[src/rtl/gpu_pkg.sv]
// Shared types and encodings for the fetch/decode front end of func_unit.
package gpu_pkg;

    typedef enum logic [2:0] {
        OP_ADD  = 3'b000,
        OP_SUB  = 3'b001,
        OP_MUL  = 3'b010,
        OP_UDIV = 3'b011,
        OP_FADD = 3'b100,
        OP_FSUB = 3'b101
    } instr_type_t;

    localparam logic [6:0]  OPC_OP     = 7'b0110011;
    localparam logic [6:0]  OPC_OPFP   = 7'b1010011;
    localparam logic [6:0]  F7_BASE    = 7'b0000000;
    localparam logic [6:0]  F7_SUB     = 7'b0100000;
    localparam logic [6:0]  F7_MULDIV  = 7'b0000001;
    localparam logic [6:0]  F7_FSUB    = 7'b0000100;
    localparam logic [2:0]  F3_ADD     = 3'b000;
    localparam logic [2:0]  F3_DIVU    = 3'b101;
    localparam logic [31:0] ECALL_WORD = 32'h0000_0073;

    typedef enum logic [2:0] {
        S_IDLE,
        S_FETCH,
        S_DECODE,
        S_ISSUE,
        S_DONE,
        S_ERROR
    } fdu_state_t;

    typedef struct packed {
        logic        legal;
        logic        is_ecall;
        instr_type_t op;
        logic [4:0]  rs1;
        logic [4:0]  rs2;
        logic [4:0]  rd;
        logic [5:0]  shammt;
    } decoded_t;

endpackage

[src/rtl/rv_decoder.sv]
// Combinational decode of one RISC-V word into func_unit operation fields.
module rv_decoder
    import gpu_pkg::*;
(
    input  logic [31:0] word,
    output decoded_t    dec
);

    logic [6:0] opcode;
    logic [2:0] funct3;
    logic [6:0] funct7;

    assign opcode = word[6:0];
    assign funct3 = word[14:12];
    assign funct7 = word[31:25];

    always_comb begin
        dec          = '0;
        dec.op       = OP_ADD;
        dec.rs1      = word[19:15];
        dec.rs2      = word[24:20];
        dec.rd       = word[11:7];
        dec.shammt   = word[25:20];
        dec.is_ecall = (word == ECALL_WORD);
        if (opcode == OPC_OP) begin
            if (funct3 == F3_ADD && funct7 == F7_BASE) begin
                dec.legal = 1'b1;
                dec.op    = OP_ADD;
            end else if (funct3 == F3_ADD && funct7 == F7_SUB) begin
                dec.legal = 1'b1;
                dec.op    = OP_SUB;
            end else if (funct3 == F3_ADD && funct7 == F7_MULDIV) begin
                dec.legal = 1'b1;
                dec.op    = OP_MUL;
            end else if (funct3 == F3_DIVU && funct7 == F7_MULDIV) begin
                dec.legal = 1'b1;
                dec.op    = OP_UDIV;
            end
        end else if (opcode == OPC_OPFP) begin
            // Rounding mode (funct3) is not used by func_unit.
            if (funct7 == F7_BASE) begin
                dec.legal = 1'b1;
                dec.op    = OP_FADD;
            end else if (funct7 == F7_FSUB) begin
                dec.legal = 1'b1;
                dec.op    = OP_FSUB;
            end
        end
    end

endmodule

[src/rtl/fetch_decode_unit.sv]
// Fetches instruction words, decodes them and issues one operation at a time to func_unit.
module fetch_decode_unit
    import gpu_pkg::*;
#(
    parameter int unsigned MAX_INSTRS = 1024,
    parameter int unsigned CNT_W      = 11
) (
    input  logic             clk,
    input  logic             rst,
    input  logic             start,
    input  logic [31:0]      starting_pc,
    output logic             imem_req,
    output logic [31:0]      imem_addr,
    input  logic             imem_ack,
    input  logic [31:0]      imem_rdata,
    output logic             issue_valid,
    input  logic             issue_ready,
    output logic [2:0]       type_instruction,
    output logic [4:0]       regnum_1,
    output logic [4:0]       regnum_2,
    output logic [4:0]       dest_reg,
    output logic [5:0]       shammt,
    output logic             busy,
    output logic             done,
    output logic             illegal_instr,
    output logic [CNT_W-1:0] instr_count
);

    fdu_state_t       state;
    logic [31:0]      pc;
    logic [31:0]      pc_next;
    logic [31:0]      instr_word;
    logic [CNT_W-1:0] count_next;
    decoded_t         dec;

    assign pc_next    = pc + 32'd4;
    assign count_next = instr_count + CNT_W'(1);

    rv_decoder u_decoder (
        .word (instr_word),
        .dec  (dec)
    );

    always_ff @(posedge clk or posedge rst) begin
        if (rst) begin
            state            <= S_IDLE;
            pc               <= '0;
            instr_word       <= '0;
            imem_req         <= 1'b0;
            imem_addr        <= '0;
            issue_valid      <= 1'b0;
            type_instruction <= '0;
            regnum_1         <= '0;
            regnum_2         <= '0;
            dest_reg         <= '0;
            shammt           <= '0;
            busy             <= 1'b0;
            done             <= 1'b0;
            illegal_instr    <= 1'b0;
            instr_count      <= '0;
        end else begin
            done <= 1'b0;
            case (state)
                S_IDLE: begin
                    // A stray imem_ack here is a stale response and is dropped.
                    if (start) begin
                        pc            <= starting_pc & 32'hFFFF_FFFC;
                        imem_addr     <= starting_pc & 32'hFFFF_FFFC;
                        imem_req      <= 1'b1;
                        instr_count   <= '0;
                        illegal_instr <= 1'b0;
                        busy          <= 1'b1;
                        state         <= S_FETCH;
                    end
                end
                S_FETCH: begin
                    if (imem_ack) begin
                        instr_word <= imem_rdata;
                        imem_req   <= 1'b0;
                        state      <= S_DECODE;
                    end
                end
                S_DECODE: begin
                    if (dec.legal) begin
                        type_instruction <= 3'(dec.op);
                        regnum_1         <= dec.rs1;
                        regnum_2         <= dec.rs2;
                        dest_reg         <= dec.rd;
                        shammt           <= dec.shammt;
                        issue_valid      <= 1'b1;
                        state            <= S_ISSUE;
                    end else if (dec.is_ecall) begin
                        done  <= 1'b1;
                        state <= S_DONE;
                    end else begin
                        illegal_instr <= 1'b1;
                        done          <= 1'b1;
                        state         <= S_ERROR;
                    end
                end
                S_ISSUE: begin
                    if (issue_ready) begin
                        issue_valid <= 1'b0;
                        pc          <= pc_next;
                        instr_count <= count_next;
                        // Runaway guard wins over whatever the next word would be.
                        if (count_next == CNT_W'(MAX_INSTRS)) begin
                            done  <= 1'b1;
                            state <= S_DONE;
                        end else begin
                            imem_req  <= 1'b1;
                            imem_addr <= pc_next;
                            state     <= S_FETCH;
                        end
                    end
                end
                S_DONE, S_ERROR: begin
                    busy  <= 1'b0;
                    state <= S_IDLE;
                end
                default: begin
                    busy  <= 1'b0;
                    state <= S_IDLE;
                end
            endcase
        end
    end

endmodule

[config.mk]
export PLATFORM = sky130hd
export DESIGN_NAME = fetch_decode_unit
export DESIGN_NICKNAME = d
export VERILOG_FILES = /design/src/rtl/gpu_pkg.sv /design/src/rtl/rv_decoder.sv /design/src/rtl/fetch_decode_unit.sv
export SDC_FILE = /design/constraint.sdc
export NUM_CORES = 1
export LEC_CHECK = 0
export CAP_MARGIN = 10
export CORE_ASPECT_RATIO = 2
export CORE_MARGIN = 2
export CORE_UTILIZATION = 47
export CTS_CLUSTER_DIAMETER = 100
export DETAILED_ROUTE_END_ITERATION = 8
export PLACE_DENSITY = 0.8
export SETUP_SLACK_MARGIN = 0.5
export SYNTH_ARGS = -nofsm -noshare
export SYNTH_HDL_FRONTEND = slang
export SYNTH_SLANG_ARGS = --single-unit
[constraint.sdc]
create_clock -name clk -period 5.5 [get_ports clk]
set_clock_uncertainty 0.1 [all_clocks]
set_input_delay 1.65 -clock clk [delete_from_list [all_inputs] [get_ports clk]]
set_output_delay 1.65 -clock clk [all_outputs]
set_load 0.02 [all_outputs]
==> Yosys cells after proc, flatten, opt, wreduce, memory -nomap -nowiden <==
Cells that the tools add are included.
{ "op_classes": {"addsub": 2, "eq_ne": 18, "muxes": 49, "bitwise_logic": 1, "reduce_logical": 21} }
{ "op_table": {"columns": ["op", "n"], "rows": [
  ["$mux 32", 4],
  ["$pmux 32 s2", 2],
  ["$mux 3", 12],
  ["$add 32x3->32 const B", 1],
  ["$eq 32x7->1 const B", 1],
  ["$mux 11", 2],
  ["$pmux 11 s2", 1],
  ["$mux 1", 21],
  ["$eq 7x6->1 const B", 2],
  ["$ne 2x2->1 const B", 7],
  ["$pmux 3 s4", 1],
  ["$add 11x1->11 const B", 1],
  ["$eq 11x11->1 const B", 1],
  ["$reduce_and 3->1", 3],
  ["$pmux 1 s2", 4],
  ["$reduce_and 4->1", 2],
  ["$eq 7x1->1 const B", 1],
  ["$eq 7x3->1 const B", 1],
  ["$eq 7x7->1 const B", 1],
  ["$logic_not 7->1", 1],
  ["$eq 3x2->1 const B", 2],
  ["$logic_not 3->1", 2],
  ["$reduce_and 2->1", 3],
  ["$reduce_bool 2->1", 3],
  ["other kinds (9)", 12]
]} }
{ "totals": {"regBits": 139, "in_bits": 69, "out_inout_bits": 72, "word_cells": 106} }

==> Logic depth before layout (Yosys ltp) <==
{ "logic_depth": {"depth_word": 9, "depth_mapped": 9} }

==> Hierarchy <==
Synthesis repeated with hierarchy kept, for this count alone.
{ "hier_totals": {"cells_unflattened": 653, "area_unflattened_um2": 6860.3} }
{ "by_module_without_submodules": {"columns": ["module", "instances", "cells_each", "area_each_um2", "seq_area_each_um2"], "rows": [
  ["fetch_decode_unit", 1, 605, 6506.2, 3478.3],
  ["rv_decoder", 1, 48, 354.1, 0.0]
]} }

==> Least setup slack after synthesis <==
Ideal clock, no wire load.
{ "synth_path": {"kind": "input port to flip-flop", "start": "in issue_ready", "end": "reg pc[17]", "setup_time_ns": 0.135, "t_arrival_ns": 3.208, "path_slack_ns": 2.057, "path_stages": 9, "path_buffers": 3, "path_cell_list": "clkbuf_1 mux2i_1 a211oi_1 and3_1 buf_4 buf_2 o21ai_0 nand2_1 o21ai_0"} }
{ "synth_between": {"elab_chain_len": 2} }
{ "synth_rtl": {"columns": ["element", "line", "text"], "rows": [
  ["start, declared", "fetch_decode_unit.sv:17", "input logic issue_ready,"],
  ["$ne 2x2->1 (no source line)", null, null],
  ["$reduce_and 3->1 (no source line)", null, null],
  ["end signal, assigned", "fetch_decode_unit.sv:67", "pc <= starting_pc & 32'hFFFF_FFFC;"],
  ["end signal, assigned", "fetch_decode_unit.sv:104", "pc <= pc_next;"],
  ["end, declared", "fetch_decode_unit.sv:30", "logic [31:0] pc;"]
]} }
Every way passes these cells.
A chain may end at the register's enable or synchronous reset.

==> Worst setup path after layout <==
{ "layout_path": {"start": "in issue_ready", "end": "reg pc[24]"} }
Same word-level chain as after synthesis.

==> results.py <==
metrics = {
    "sta": {
        "setup_violations": 0,
        "fin_crit_ns": 3.86,
        "fin_crit_sh_pct": 70.2,
        "tightest_slew_ns": 1.15,
        "fmax_mhz": 259,
        "holdWs_ns": 0.366,
        "rsz0062_at_grt": "false",
        "worst_slack_ns": 1.64,
        "hold_viol_final": 0,
        "slew-limit-headroom_pct": 23.5,
        "slew_viol_final": 0,
        "fin_tns_setup_ns": 0,
    },
    "status": {
        "outcome": "finished, final reports clean",
    },
    "worst_setup_path": {
        "crit_fanout": 29,
        "critPathArrivalTime_ns": 4.05,
        "start_kind": "input port",
        "cp.required_ns": 5.69,
        "worst-setup-path-type": "input port to flop",
        "cp-end-kind": "flop",
    },
    "floorplan": {
        "core-area_sq_um": 14000,
        "die_x_microns": 88.5,
        "start_util_pct": 48.1,
        "fp-row-count": 61,
        "boundaryPins": 141,
        "die_height_microns": 173,
        "die-area_sq_um": 15300,
    },
    "pwr": {
        "power_per_cell_area_nw_per_um2": 545,
        "leakage_nw": 3.91,
        "ir_drop_v": 0.000335,
    },
    "routing": {
        "drc": 0,
        "ant_nets": 0,
        "vias_per_cell": 5.32,
        "drt-pass1-iter-count": 5,
        "drt_iter0_markers": 182,
        "wl_mm": 16.4,
        "num_vias": 5377,
        "wl_per_cell_microns": 16.2,
    },
    "global_routing": {
        "grt_overflow": 0,
        "grt_max_degree": 82,
        "antenna_found_initial": 0,
        "grt_pass1_wl_mm": 26.9,
        "first_global_vias": 5453,
        "track_usage_pct": 22.4,
    },
    "synthesis": {
        "netlist-cell-type-count": 56,
        "synth_top_area_share_pct": 49.9,
        "netlist_area_sq_um": 6720,
        "yosysMostFrequentCell": "nand2_1",
        "synth-async-reset-ratio_pct": 100,
        "synth_flop_cell": "dfrtp_1",
        "avgSynthCellArea_sq_um": 9.82,
        "ys_warn_count": 0,
        "synth_cells": 684,
        "ys_seq_elements": 134,
        "synth-seq-area-share_pct": 49.9,
        "synth-edff-count": 0,
        "syn_nets": 756,
        "synth.top_cells.by_count": "164 x nand2_1, 134 x dfrtp_1, 48 x o21ai_0, 43 x nor2_1, 31 x mux2_2",
        "yosysTopAreaCell": "dfrtp_1",
        "synth.area.top_cells": "dfrtp_1 50%, nand2_1 9.2%, mux2_4 5.4%",
    },
    "clock_tree": {
        "postCtsHoldBufs": 0,
        "clk_pin_slew_ns": 0.06,
        "post_cts_buffers": 0,
        "cts_inserted_buffers": 17,
        "clock_latency_ns": 0.41,
        "clock_sinks": 134,
        "cts_tree": "built",
        "cts_resized": 0,
        "cts_root_buf": "clkbuf_16",
        "cts.path.max_buffers": 2,
        "h-tree-depth": 4,
    },
    "finish": {
        "n_antenna_cell": 0,
        "reg.largest.list": "imem_addr x32, instr_word x32, pc x32",
        "final_core_util_pct": 63.1,
        "drive_gt1_share_pct": 12.7,
        "synthToLayoutAreaGrowth_pct": 31.2,
        "fin_nets": 881,
        "instances_no_fill": 1011,
    },
    "flow_run": {
        "drv_cap": 0,
    },
    "placement": {
        "routabilityCongestion": 0.840,
        "dp_hpwl_mm": 11.6,
        "portBuffers": 138,
        "placed_cells": 979,
        "dp_slack_ns": 1.19,
    },
    "min_path": {
        "worst_hold_path_type": "flop to flop",
    },
}
critical path: stages:
cell	delay (ns)
clkdlybuf4s50_1	0.68
mux2i_1	0.17
a211oi_1	0.46
and3_1	0.30
buf_4	0.39
mux2_2	0.39
routing by layer:
| layer | share of wire [%] | up-vias | routed length (microns) | global-route usage [%] |
|---|---|---|---|---|
| met4 | 2.5 | 0 | 402 | 8.90 |
| met5 | 0 | - | 0 | 0 |
| met1 | 38 | 2571 | 6160 | 24.6 |
| met2 | 56 | 149 | 9210 | 41.2 |
| li1 | - | 2627 | - | - |
| met3 | 3.7 | 30 | 614 | 3.63 |
placed cells by master, fill, tap and decap left out, drive strengths merged, types with 4 or more instances in the layout:
cell             n
nand2          165
clkdlybuf4s50  138
dfrtp          134
mux2            55
o21ai           50
nor2            43
a21oi           25
clkbuf          19
and3            18
xor2            17
nand3           16
xnor2           14
nor4            13
nand4           12
nor3            11
a31oi            8
buf              8
inv              8
and2             4
mux2i            4
a22o             4
o22a             4
clkinvlp         4
clkinv           4
area by class of cell:
type	count	area (sq um)
tap	189	236
sequential	134	3350
timing repair buffer	146	1450
clock buffer	19	453
fill	1169	5150
multi-input combinational	504	3120
clock inverter	13	170
inverter	6	26.3
final timing paths:
| kind | end | from | slack [ns] | cells after the start |
|---|---|---|---|---|
| max reg2reg | imem_addr[19]$_DFFE_PP0P_ | instr_count[0]$_DFFE_PP0P_ | 2.41 | 8 |
| max | pc[24]$_DFFE_PP0P_ | issue_ready | 1.64 | 6 |
| min | type_instruction[1]$_DFFE_PP0P_ | type_instruction[1]$_DFFE_PP0P_ | 0.37 | 2 |
| min in group asynchronous | instr_count[5]$_DFFE_PP0P_ | rst | 1.60 | 3 |
| min reg2reg | type_instruction[1]$_DFFE_PP0P_ | type_instruction[1]$_DFFE_PP0P_ | 0.37 | 2 |
| max in group asynchronous | instr_word[31]$_DFFE_PP0P_ | rst | 3.12 | 3 |
report_power, final:
group,total [mW],internal [mW],switching [mW]
Clock,1.19,0.743,0.446
Combinational,1.90,0.940,0.963
Sequential,1.71,1.36,0.351
Total,4.81,3.05,1.76
cells by family after synthesis:
kind of cell,after synthesis,share of synthesized area [%]
simple gates,299,20.3
flops,134,49.9
compound gates,112,10.4
mux,59,11.2
buf+inv,46,3.63
xor+xnor,31,4.04
fa+ha+maj,3,0.559
per-stage QoR:
| step | area [sq um] | power [mW] |
|---|---|---|
| 3_5_place_dp | 8190 | 3.65 |
| 2_1_floorplan | 6720 | 3.06 |
| 6_report | 8810 | 4.81 |
| 3_3_place_gp | 8190 | 3.58 |
| 5_1_grt | 8810 | 5.13 |
| 4_1_cts | 8810 | 4.85 |
(Power assumes the default switching activity.)
